--- src/rtl/mem_bus_arbiter_pkg.sv ---
// Shared types for the memory bus arbiter: FSM state encodings, bus owner
// codes and bus access size codes (size codes match the MEM-stage ram_size).
package mem_bus_arbiter_pkg;

  typedef enum logic [1:0] {
    ST_IDLE = 2'd0,
    ST_ADDR = 2'd1,
    ST_DATA = 2'd2
  } arb_state_e;

  typedef enum logic [1:0] {
    OWN_NONE = 2'd0,
    OWN_INST = 2'd1,
    OWN_DATA = 2'd2
  } arb_owner_e;

  localparam logic [2:0] SIZE_BYTE = 3'b000;
  localparam logic [2:0] SIZE_HALF = 3'b001;
  localparam logic [2:0] SIZE_WORD = 3'b010;

endpackage

--- src/rtl/mem_arb_watchdog.sv ---
// Transaction watchdog for mem_bus_arbiter (built only with MEM_ARB_TIMEOUT_EN).
// The count is held at zero while the arbiter is idle, so it starts from zero
// on entry to ADDR and advances every cycle spent in ADDR or DATA.
module mem_arb_watchdog #(
  parameter int TIMEOUT_CYCLES = 255
) (
  input  logic clk,
  input  logic rst_n,
  input  logic active_i,
  output logic timeout_o
);

  localparam int CW = $clog2(TIMEOUT_CYCLES + 1);

  logic [CW-1:0] cnt_q, cnt_d;

  // Next count: cleared while idle, incremented while a transaction is open.
  always_comb begin
    cnt_d = '0;
    if (active_i) cnt_d = cnt_q + CW'(1);
  end

  // Counter register.
  always_ff @(posedge clk or negedge rst_n) begin
    if (!rst_n) cnt_q <= '0;
    else        cnt_q <= cnt_d;
  end

  // Fires in the cycle whose closing edge would bring the count to the limit.
  assign timeout_o = active_i && (cnt_q == CW'(TIMEOUT_CYCLES - 1));

endmodule

--- src/rtl/mem_bus_arbiter.sv ---
// Shares one SRAM-like bus between instruction fetch and data access.
// One transaction at a time: IDLE -> ADDR (bus_req held until addr_ok) ->
// DATA (wait for data_ok) -> IDLE with a one-cycle done pulse to the owner.
// Optional watchdog: define MEM_ARB_TIMEOUT_EN.
// Bus handshake: bus_req_o rises with all bus_* fields registered and stable;
// the address phase completes in the cycle bus_addr_ok_i is high, after which
// bus_req_o drops; bus_data_ok_i is honoured only in DATA and completes it.
module mem_bus_arbiter
  import mem_bus_arbiter_pkg::*;
#(
  parameter int ADDR_WIDTH     = 32,
  parameter int DATA_WIDTH     = 32,
  parameter int DATA_PRIORITY  = 1,
  parameter int TIMEOUT_CYCLES = 255
) (
  input  logic                  clk,
  input  logic                  rst_n,
  input  logic                  inst_req_i,
  input  logic [ADDR_WIDTH-1:0] inst_addr_i,
  output logic [DATA_WIDTH-1:0] inst_rdata_o,
  output logic                  inst_done_o,
  input  logic                  data_req_i,
  input  logic [3:0]            data_we_i,
  input  logic [ADDR_WIDTH-1:0] data_addr_i,
  input  logic [DATA_WIDTH-1:0] data_wdata_i,
  input  logic [2:0]            data_size_i,
  output logic [DATA_WIDTH-1:0] data_rdata_o,
  output logic                  data_done_o,
  input  logic                  flush_i,
  output logic                  stall_req_o,
  output logic                  bus_req_o,
  output logic                  bus_wr_o,
  output logic [2:0]            bus_size_o,
  output logic [ADDR_WIDTH-1:0] bus_addr_o,
  output logic [DATA_WIDTH-1:0] bus_wdata_o,
  output logic [3:0]            bus_wstrb_o,
  input  logic                  bus_addr_ok_i,
  input  logic                  bus_data_ok_i,
  input  logic [DATA_WIDTH-1:0] bus_rdata_i,
  output logic                  bus_err_o
);

  arb_state_e            state_q, state_d;
  arb_owner_e            owner_q, owner_d;
  logic                  bus_req_q, bus_req_d;
  logic                  bus_wr_q, bus_wr_d;
  logic [2:0]            bus_size_q, bus_size_d;
  logic [ADDR_WIDTH-1:0] bus_addr_q, bus_addr_d;
  logic [DATA_WIDTH-1:0] bus_wdata_q, bus_wdata_d;
  logic [3:0]            bus_wstrb_q, bus_wstrb_d;
  logic [DATA_WIDTH-1:0] inst_rdata_q, inst_rdata_d;
  logic [DATA_WIDTH-1:0] data_rdata_q, data_rdata_d;
  logic                  inst_done_q, inst_done_d;
  logic                  data_done_q, data_done_d;
  logic                  discard_q, discard_d;
  logic                  bus_err_q, bus_err_d;

  logic                  inst_elig, data_elig, pick_data;
  logic                  finish;
  logic [DATA_WIDTH-1:0] fin_rdata;
  logic                  timeout;

`ifdef MEM_ARB_TIMEOUT_EN
  mem_arb_watchdog #(
    .TIMEOUT_CYCLES(TIMEOUT_CYCLES)
  ) u_watchdog (
    .clk      (clk),
    .rst_n    (rst_n),
    .active_i (state_q != ST_IDLE),
    .timeout_o(timeout)
  );
`else
  assign timeout = 1'b0;
`endif

  // A requester whose done is high this cycle is not re-granted; a flushed
  // fetch is never granted.
  assign inst_elig = inst_req_i & ~inst_done_q & ~flush_i;
  assign data_elig = data_req_i & ~data_done_q;
  assign pick_data = data_elig & ((DATA_PRIORITY != 0) | ~inst_elig);

  // Next-state and datapath: grant, address phase, data phase, completion.
  always_comb begin
    state_d      = state_q;
    owner_d      = owner_q;
    bus_req_d    = bus_req_q;
    bus_wr_d     = bus_wr_q;
    bus_size_d   = bus_size_q;
    bus_addr_d   = bus_addr_q;
    bus_wdata_d  = bus_wdata_q;
    bus_wstrb_d  = bus_wstrb_q;
    inst_rdata_d = inst_rdata_q;
    data_rdata_d = data_rdata_q;
    inst_done_d  = 1'b0;
    data_done_d  = 1'b0;
    discard_d    = discard_q;
    bus_err_d    = 1'b0;
    finish       = 1'b0;
    fin_rdata    = bus_rdata_i;

    case (state_q)
      ST_IDLE: begin
        discard_d = 1'b0;
        if (pick_data) begin
          state_d     = ST_ADDR;
          owner_d     = OWN_DATA;
          bus_req_d   = 1'b1;
          bus_wr_d    = |data_we_i;
          bus_size_d  = data_size_i;
          bus_addr_d  = data_addr_i;
          bus_wdata_d = data_wdata_i;
          bus_wstrb_d = data_we_i;
        end else if (inst_elig) begin
          state_d     = ST_ADDR;
          owner_d     = OWN_INST;
          bus_req_d   = 1'b1;
          bus_wr_d    = 1'b0;
          bus_size_d  = SIZE_WORD;
          bus_addr_d  = inst_addr_i;
          bus_wdata_d = '0;
          bus_wstrb_d = 4'b0000;
        end
      end
      ST_ADDR: begin
        if (owner_q == OWN_INST && flush_i) discard_d = 1'b1;
        if (bus_addr_ok_i) begin
          state_d   = ST_DATA;
          bus_req_d = 1'b0;
        end else if (timeout) begin
          finish    = 1'b1;
          fin_rdata = '0;
          bus_err_d = 1'b1;
        end
      end
      ST_DATA: begin
        if (owner_q == OWN_INST && flush_i) discard_d = 1'b1;
        if (bus_data_ok_i) begin
          finish = 1'b1;
        end else if (timeout) begin
          finish    = 1'b1;
          fin_rdata = '0;
          bus_err_d = 1'b1;
        end
      end
      default: begin
        state_d   = ST_IDLE;
        owner_d   = OWN_NONE;
        bus_req_d = 1'b0;
      end
    endcase

    if (finish) begin
      state_d   = ST_IDLE;
      owner_d   = OWN_NONE;
      bus_req_d = 1'b0;
      discard_d = 1'b0;
      if (owner_q == OWN_DATA) begin
        data_done_d  = 1'b1;
        data_rdata_d = fin_rdata;
      end else if (owner_q == OWN_INST && !(discard_q || flush_i)) begin
        inst_done_d  = 1'b1;
        inst_rdata_d = fin_rdata;
      end
    end
  end

  // State and output registers; asynchronous reset clears everything.
  always_ff @(posedge clk or negedge rst_n) begin
    if (!rst_n) begin
      state_q      <= ST_IDLE;
      owner_q      <= OWN_NONE;
      bus_req_q    <= 1'b0;
      bus_wr_q     <= 1'b0;
      bus_size_q   <= '0;
      bus_addr_q   <= '0;
      bus_wdata_q  <= '0;
      bus_wstrb_q  <= '0;
      inst_rdata_q <= '0;
      data_rdata_q <= '0;
      inst_done_q  <= 1'b0;
      data_done_q  <= 1'b0;
      discard_q    <= 1'b0;
      bus_err_q    <= 1'b0;
    end else begin
      state_q      <= state_d;
      owner_q      <= owner_d;
      bus_req_q    <= bus_req_d;
      bus_wr_q     <= bus_wr_d;
      bus_size_q   <= bus_size_d;
      bus_addr_q   <= bus_addr_d;
      bus_wdata_q  <= bus_wdata_d;
      bus_wstrb_q  <= bus_wstrb_d;
      inst_rdata_q <= inst_rdata_d;
      data_rdata_q <= data_rdata_d;
      inst_done_q  <= inst_done_d;
      data_done_q  <= data_done_d;
      discard_q    <= discard_d;
      bus_err_q    <= bus_err_d;
    end
  end

  assign inst_rdata_o = inst_rdata_q;
  assign inst_done_o  = inst_done_q;
  assign data_rdata_o = data_rdata_q;
  assign data_done_o  = data_done_q;
  assign bus_req_o    = bus_req_q;
  assign bus_wr_o     = bus_wr_q;
  assign bus_size_o   = bus_size_q;
  assign bus_addr_o   = bus_addr_q;
  assign bus_wdata_o  = bus_wdata_q;
  assign bus_wstrb_o  = bus_wstrb_q;
  assign bus_err_o    = bus_err_q;

  assign stall_req_o = (data_req_i & ~data_done_q) |
                       (inst_req_i & ~inst_done_q & ~flush_i);

endmodule

--- config.mk ---
export PLATFORM = sky130hd
export DESIGN_NAME = mem_bus_arbiter
export DESIGN_NICKNAME = d
export VERILOG_FILES = /design/src/rtl/mem_bus_arbiter_pkg.sv /design/src/rtl/mem_arb_watchdog.sv /design/src/rtl/mem_bus_arbiter.sv
export SDC_FILE = /design/constraint.sdc
export NUM_CORES = 1
export LEC_CHECK = 0
export CORE_ASPECT_RATIO = 2
export CORE_MARGIN = 2
export CORE_UTILIZATION = 41
export DETAILED_ROUTE_END_ITERATION = 6
export GPL_TIMING_DRIVEN = 0
export PLACE_DENSITY = 0.86
export RECOVER_POWER = 100
export SYNTH_ARGS = -nofsm -noshare
export SYNTH_HDL_FRONTEND = slang
export SYNTH_SLANG_ARGS = --single-unit
--- constraint.sdc ---
create_clock -name clk -period 2.47 [get_ports clk]
set_input_delay 0.3705 -clock clk [delete_from_list [all_inputs] [get_ports clk]]
set_output_delay 0.3705 -clock clk [all_outputs]
set_load 0.05 [all_outputs]
# Word level (Yosys, flattened, before mapping)
# Cells that the tools add are included.
[word_totals]
elab_cells = 78
ff_bits = 144
inputBits = 142
output_inout_bits = 141
[op_classes]
n_bitwise = 8
muxes = 33
n_eq_ne = 9
reduce_logical = 15
[ops]
columns = ["operator", "n"]
rows = [
  ["32-bit 2-to-1 mux", 4],
  ["1-bit 2-to-1 mux", 15],
  ["2-bit 2-to-1 mux", 6],
  ["4-bit 2-to-1 mux", 2],
  ["2-bit AND reduction", 4],
  ["3-bit 2-to-1 mux", 2],
  ["2-bit case mux with 3 select lines", 1],
  ["3-bit AND reduction", 2],
  ["2-bit by 1-bit == test with 1-bit output (second input constant)", 2],
  ["2-bit == test (second input constant)", 2],
  ["4-bit != test (second input constant)", 1],
  ["1-bit inverter", 4],
  ["2-bit case mux with 2 select lines", 1],
  ["4-bit OR reduction", 1],
  ["1-bit bitwise AND", 3],
  ["3-bit by 1-bit != test with 1-bit output (second input constant)", 1],
  ["3-bit != test (second input constant)", 1],
  ["1-bit case mux with 3 select lines", 1],
  ["3-bit nonzero test", 1],
  ["1-bit logical AND", 2],
  ["2-bit zero test", 1],
  ["2-bit by 1-bit != test with 1-bit output (second input constant)", 1],
  ["2-bit != test (second input constant)", 1],
  ["1-bit case mux with 2 select lines", 1],
  ["other kinds (5)", 5],
]

# Depth between registers and ports, before layout
# Gate-level depths: netlist (run 1).
[depth]
word_depth = 7
mapped_depth = 6

# Least setup slack after synthesis (run 1)
# OpenSTA, ideal clock, no wires.
[synth_timing]
kind = "register -> register"
start = "reg inst_done_q, in the netlist inst_done_o"
end = "reg bus_addr_q[12], in the netlist bus_addr_o[12]"
slack_ns = 0.619
path_buffers = 2
setup_ns = 0.131
period_less_slack_ns = 1.851
arrival_time_ns = 1.719
path_stages_with_launch = 6
path_cell_list = "dfrtp_1 or4_1 clkbuf_1 clkbuf_1 nor4b_1 nor3_1"
[synth_via]
elab_chain_len = 5
[synth_lines]
columns = ["element", "line", "source"]
rows = [
  ["start: declaration", "mem_bus_arbiter.sv:53", "logic inst_done_q, inst_done_d;"],
  ["start signal: assignment", "mem_bus_arbiter.sv:195", "inst_done_q <= inst_done_d;"],
  ["1-bit inverter", "mem_bus_arbiter.sv:78", "assign inst_elig = inst_req_i & ~inst_done_q & ~flush_i;"],
  ["1-bit bitwise AND (2 in series)", "mem_bus_arbiter.sv:78", ""],
  ["2-bit nonzero test (no source line)", "n/a", ""],
  ["2-bit AND reduction (no source line)", "n/a", ""],
  ["end signal: assignment", "mem_bus_arbiter.sv:190", "bus_addr_q <= bus_addr_d;"],
  ["end: declaration", "mem_bus_arbiter.sv:48", "logic [ADDR_WIDTH-1:0] bus_addr_q, bus_addr_d;"],
]
# No other way between the ends.
# A chain may end at the register's enable or synchronous reset.

# Final worst setup path (run 1)
[layout_timing]
start = "in data_req_i"
end = "out stall_req_o"
[layout_via]
elab_chain_len = 2
[layout_lines]
columns = ["element", "line", "source"]
rows = [
  ["start: declaration", "mem_bus_arbiter.sv:22", "input logic data_req_i,"],
  ["1-bit bitwise AND", "mem_bus_arbiter.sv:214", "assign stall_req_o = (data_req_i & ~data_done_q) |"],
  ["1-bit OR", "mem_bus_arbiter.sv:214", ""],
  ["end: declaration", "mem_bus_arbiter.sv:30", "output logic stall_req_o,"],
]
# No other way between the ends.

==> impl_metrics.py, run 1 <==
metrics = {
    "global_route": {
        "grt.total_usage": 0.252,
        "antenna_found_initial": 1,
        "grt_pass1_vias": 5661,
        "grt_max_degree": 79,
        "grt_pass1_wl_mm": 31.1,
        "overflow": 0,
    },
    "synth": {
        "synth_cells": 460,
        "syn_area_sq_um": 6060,
        "synth_nets": 602,
        "synth_top_cell_area_share": 0.595,
        "synth-seq-cells": 144,
        "postSynthAreaPerCell_sq_um": 13.2,
        "ys.flop_type": "dfrtp_1",
        "synthDistinctLibCells": 40,
        "synthArstFlopShare": 1.00,
        "synthTopCellsByArea": "dfrtp_1 (59%), mux2_4 (7.2%), mux2_2 (6.5%), a22o_1 (5.5%), nor3_1 (5.4%)",
        "ys_seq_area_frac": 0.595,
        "synth_top_cell_by_area": "dfrtp_1",
        "synth_edf_count": 0,
        "yosys_warnings": 0,
    },
    "worst_setup_path": {
        "path_buf_inv": 4,
        "cp_slowest_cell": "clkdlybuf4s50_1",
        "worstPathRequired_ns": 2.10,
        "max_stage_delay_ns": 0.50,
        "crit_arrival_ns": 2.00,
        "crit_chain": "clkdlybuf4s50_1 > nor2b_1 > clkbuf_1 > buf_2 > or2_2 > clkdlybuf4s15_2",
        "cp-end-kind": "output port",
        "cp_max_fo": 10,
        "critPathLaunchType": "input port",
        "path_delay_family": "buffers and inverters",
        "critPathKind": "in -> out",
    },
    "clock_network": {
        "root_buffer": "clkbuf_16",
        "cts_sinks": 144,
        "htreeDepth": 4,
        "cts_made_buffers": 17,
        "clock_path_buffers": 2,
        "clk_pin_slew_ns": 0.06,
        "cts_tree": "yes",
        "clk-insertion-delay-late_ns": 0.42,
    },
    "min_path": {
        "hp-class": "reg -> reg",
    },
    "floorplan": {
        "start_util": 0.420,
        "fp-row-count": 62,
        "io_pins": 283,
        "core_area_sq_um": 14400,
        "die_h_um": 176,
        "die_area_sq_um": 15800,
        "die_width_um": 90.0,
    },
    "sta": {
        "holdWs_ns": 0.486,
        "rsz0062_at_grt": "false",
        "relSlewSlack": -0.135,
        "worst_pin_slew_ns": 1.70,
        "period_needed_ns": 2.37,
        "drv_slew": 67,
        "hold_viol": 0,
        "post-route-period-util": 0.961,
        "skew_ns": 0.00744,
        "setup_viol": 0,
        "setup_ws_ns": 0.0958,
        "fmax_mhz": 421,
    },
    "final_layout": {
        "layout_commonest_cell": "dfrtp_1",
        "drive_above_1_share": 0.121,
        "finalNetCount": 907,
        "stdcell_area_sq_um": 9680,
        "post-route-util": 0.671,
        "final_cell_mix": "dfrtp_1 (144), dlygate4sd3_1 (142), clkdlybuf4s50_1 (138), nor3_1 (66), a22o_1 (38)",
        "syn_to_final_growth_pct": 59.7,
        "fillers": 1092,
    },
    "route": {
        "routedWlPerCell_um": 20.1,
        "top_layer": "met4",
        "ant_nets": 0,
        "wl_met3_mm": 1.01,
        "routed_wl_mm": 19.5,
        "wl_met2_mm": 11.0,
        "drt_iter0_drc": 251,
        "num_vias": 5182,
        "wl_met1_mm": 6.65,
        "drc": 0,
        "vias_per_cell": 5.34,
        "drtPass1Iterations": 4,
    },
    "place": {
        "place_congestion": 0.852,
        "pre_cts_ws_ns": -0.458,
        "placed_cell_area_sq_um": 9140,
        "place_hpwl_mm": 14.6,
        "portBuffers": 281,
    },
    "job": {
        "drv_cap": 1,
    },
    "power_and_ir_drop": {
        "vdd_ir_drop_max_uv": 991,
        "power_leakage_nw": 4.34,
        "p_per_area_nw_per_um2": 1510,
    },
    "status": {
        "violations": "max-capacitance violations, max-slew violations",
        "status": "finished, violations left",
    },
}
[registers in the layout, indices dropped and copies added, names as in the netlist, 2 cells and up]
register / count
bus_addr_o: 32
bus_size_o: 3
bus_wdata_o: 32
bus_wstrb_o: 4
data_rdata_o: 32
inst_rdata_o: 32
owner_q: 2
state_q: 2
[power breakdown]
part           internal [mW]  switching [mW]
registers               3.40           0.662
logic                   2.48            5.23
clock network           1.81            1.05
[cell families (layout without fill, tap and decap cells)]
kind of cell,Yosys count,count (layout),synth area share
AO/OA/AOI/OAI,85,85,0.104
buffers and inverters,48,366,0.0380
flip-flops,144,144,0.595
multiplexers,64,64,0.137
other,1,2,0.000619
AND/OR/NAND/NOR,118,118,0.126
[synth_stat cells (all sizes together) (2+ instances only)]
cell	count
nor3	66
o21ai	4
dfrtp	144
clkbuf	23
or2	2
mux2	64
nor4b	32
buf	20
inv	5
nor2b	2
nand2b	2
or4	2
nor2	5
a22o	38
o22ai	32
a21oi	2
[final timing paths]
kind / start / endpoint / slack [ns] / cells past startpoint
max: data_req_i / stall_req_o / 0.1 / 6
min: bus_wr_o / bus_wr_o / 0.49 / 1
min reg2reg: bus_wr_o / bus_wr_o / 0.49 / 1
max in group asynchronous: rst_n / bus_wdata_o[8] / 0.39 / 3
max reg2reg: state_q[0] / data_rdata_o[17] / 0.22 / 4
min in group asynchronous: rst_n / inst_rdata_o[13] / 0.92 / 2
[stage by stage]
step | power (mW) | instances | TNS, ns
2_1_floorplan | 9.30 | 460 | 0
3_3_place_gp | 12.1 | 933 | -622.41
3_5_place_dp | 12.3 | 934 | -0.507
4_1_cts | 15.3 | 967 | 0
5_1_grt | 15.2 | 971 | 0
6_report | 14.6 | 971 | 0
[cell type report]
class	count	area [sq um]	share of cell area
multi-input cells	268	2120	0.219
flip-flops and latches	144	3600	0.372
repair buffers	286	2860	0.295
inverters	5	18.8	0.00194
plain buffers	43	183	0.0189
clock inverters	15	231	0.0239
diodes	1	2.50	0.000258
clock buffers	17	425	0.0439
well taps	192	240	0.0248
[repair_timing]
action	CTS	global route
pin swaps	0	0
hold endpoints to repair	66	0
setup endpoints to repair	1	1
gates resized for setup	4	0
hold buffers	1	0
buffers inserted	0	3
[layer usage]
metal,track usage,vias to the layer above
li1,-,2346
met1,0.263,2526
met2,0.467,252
met3,0.0555,58
met4,0.135,0
met5,0,-
Note: power is estimated with default switching activity, not from simulation.
==> run 2, diff against run 1 <==
- CTS_CLUSTER_DIAMETER: default -> 80
==> results of run 2 <==
Same layout as run 1: the final DEF is identical, and so are final timing and power.
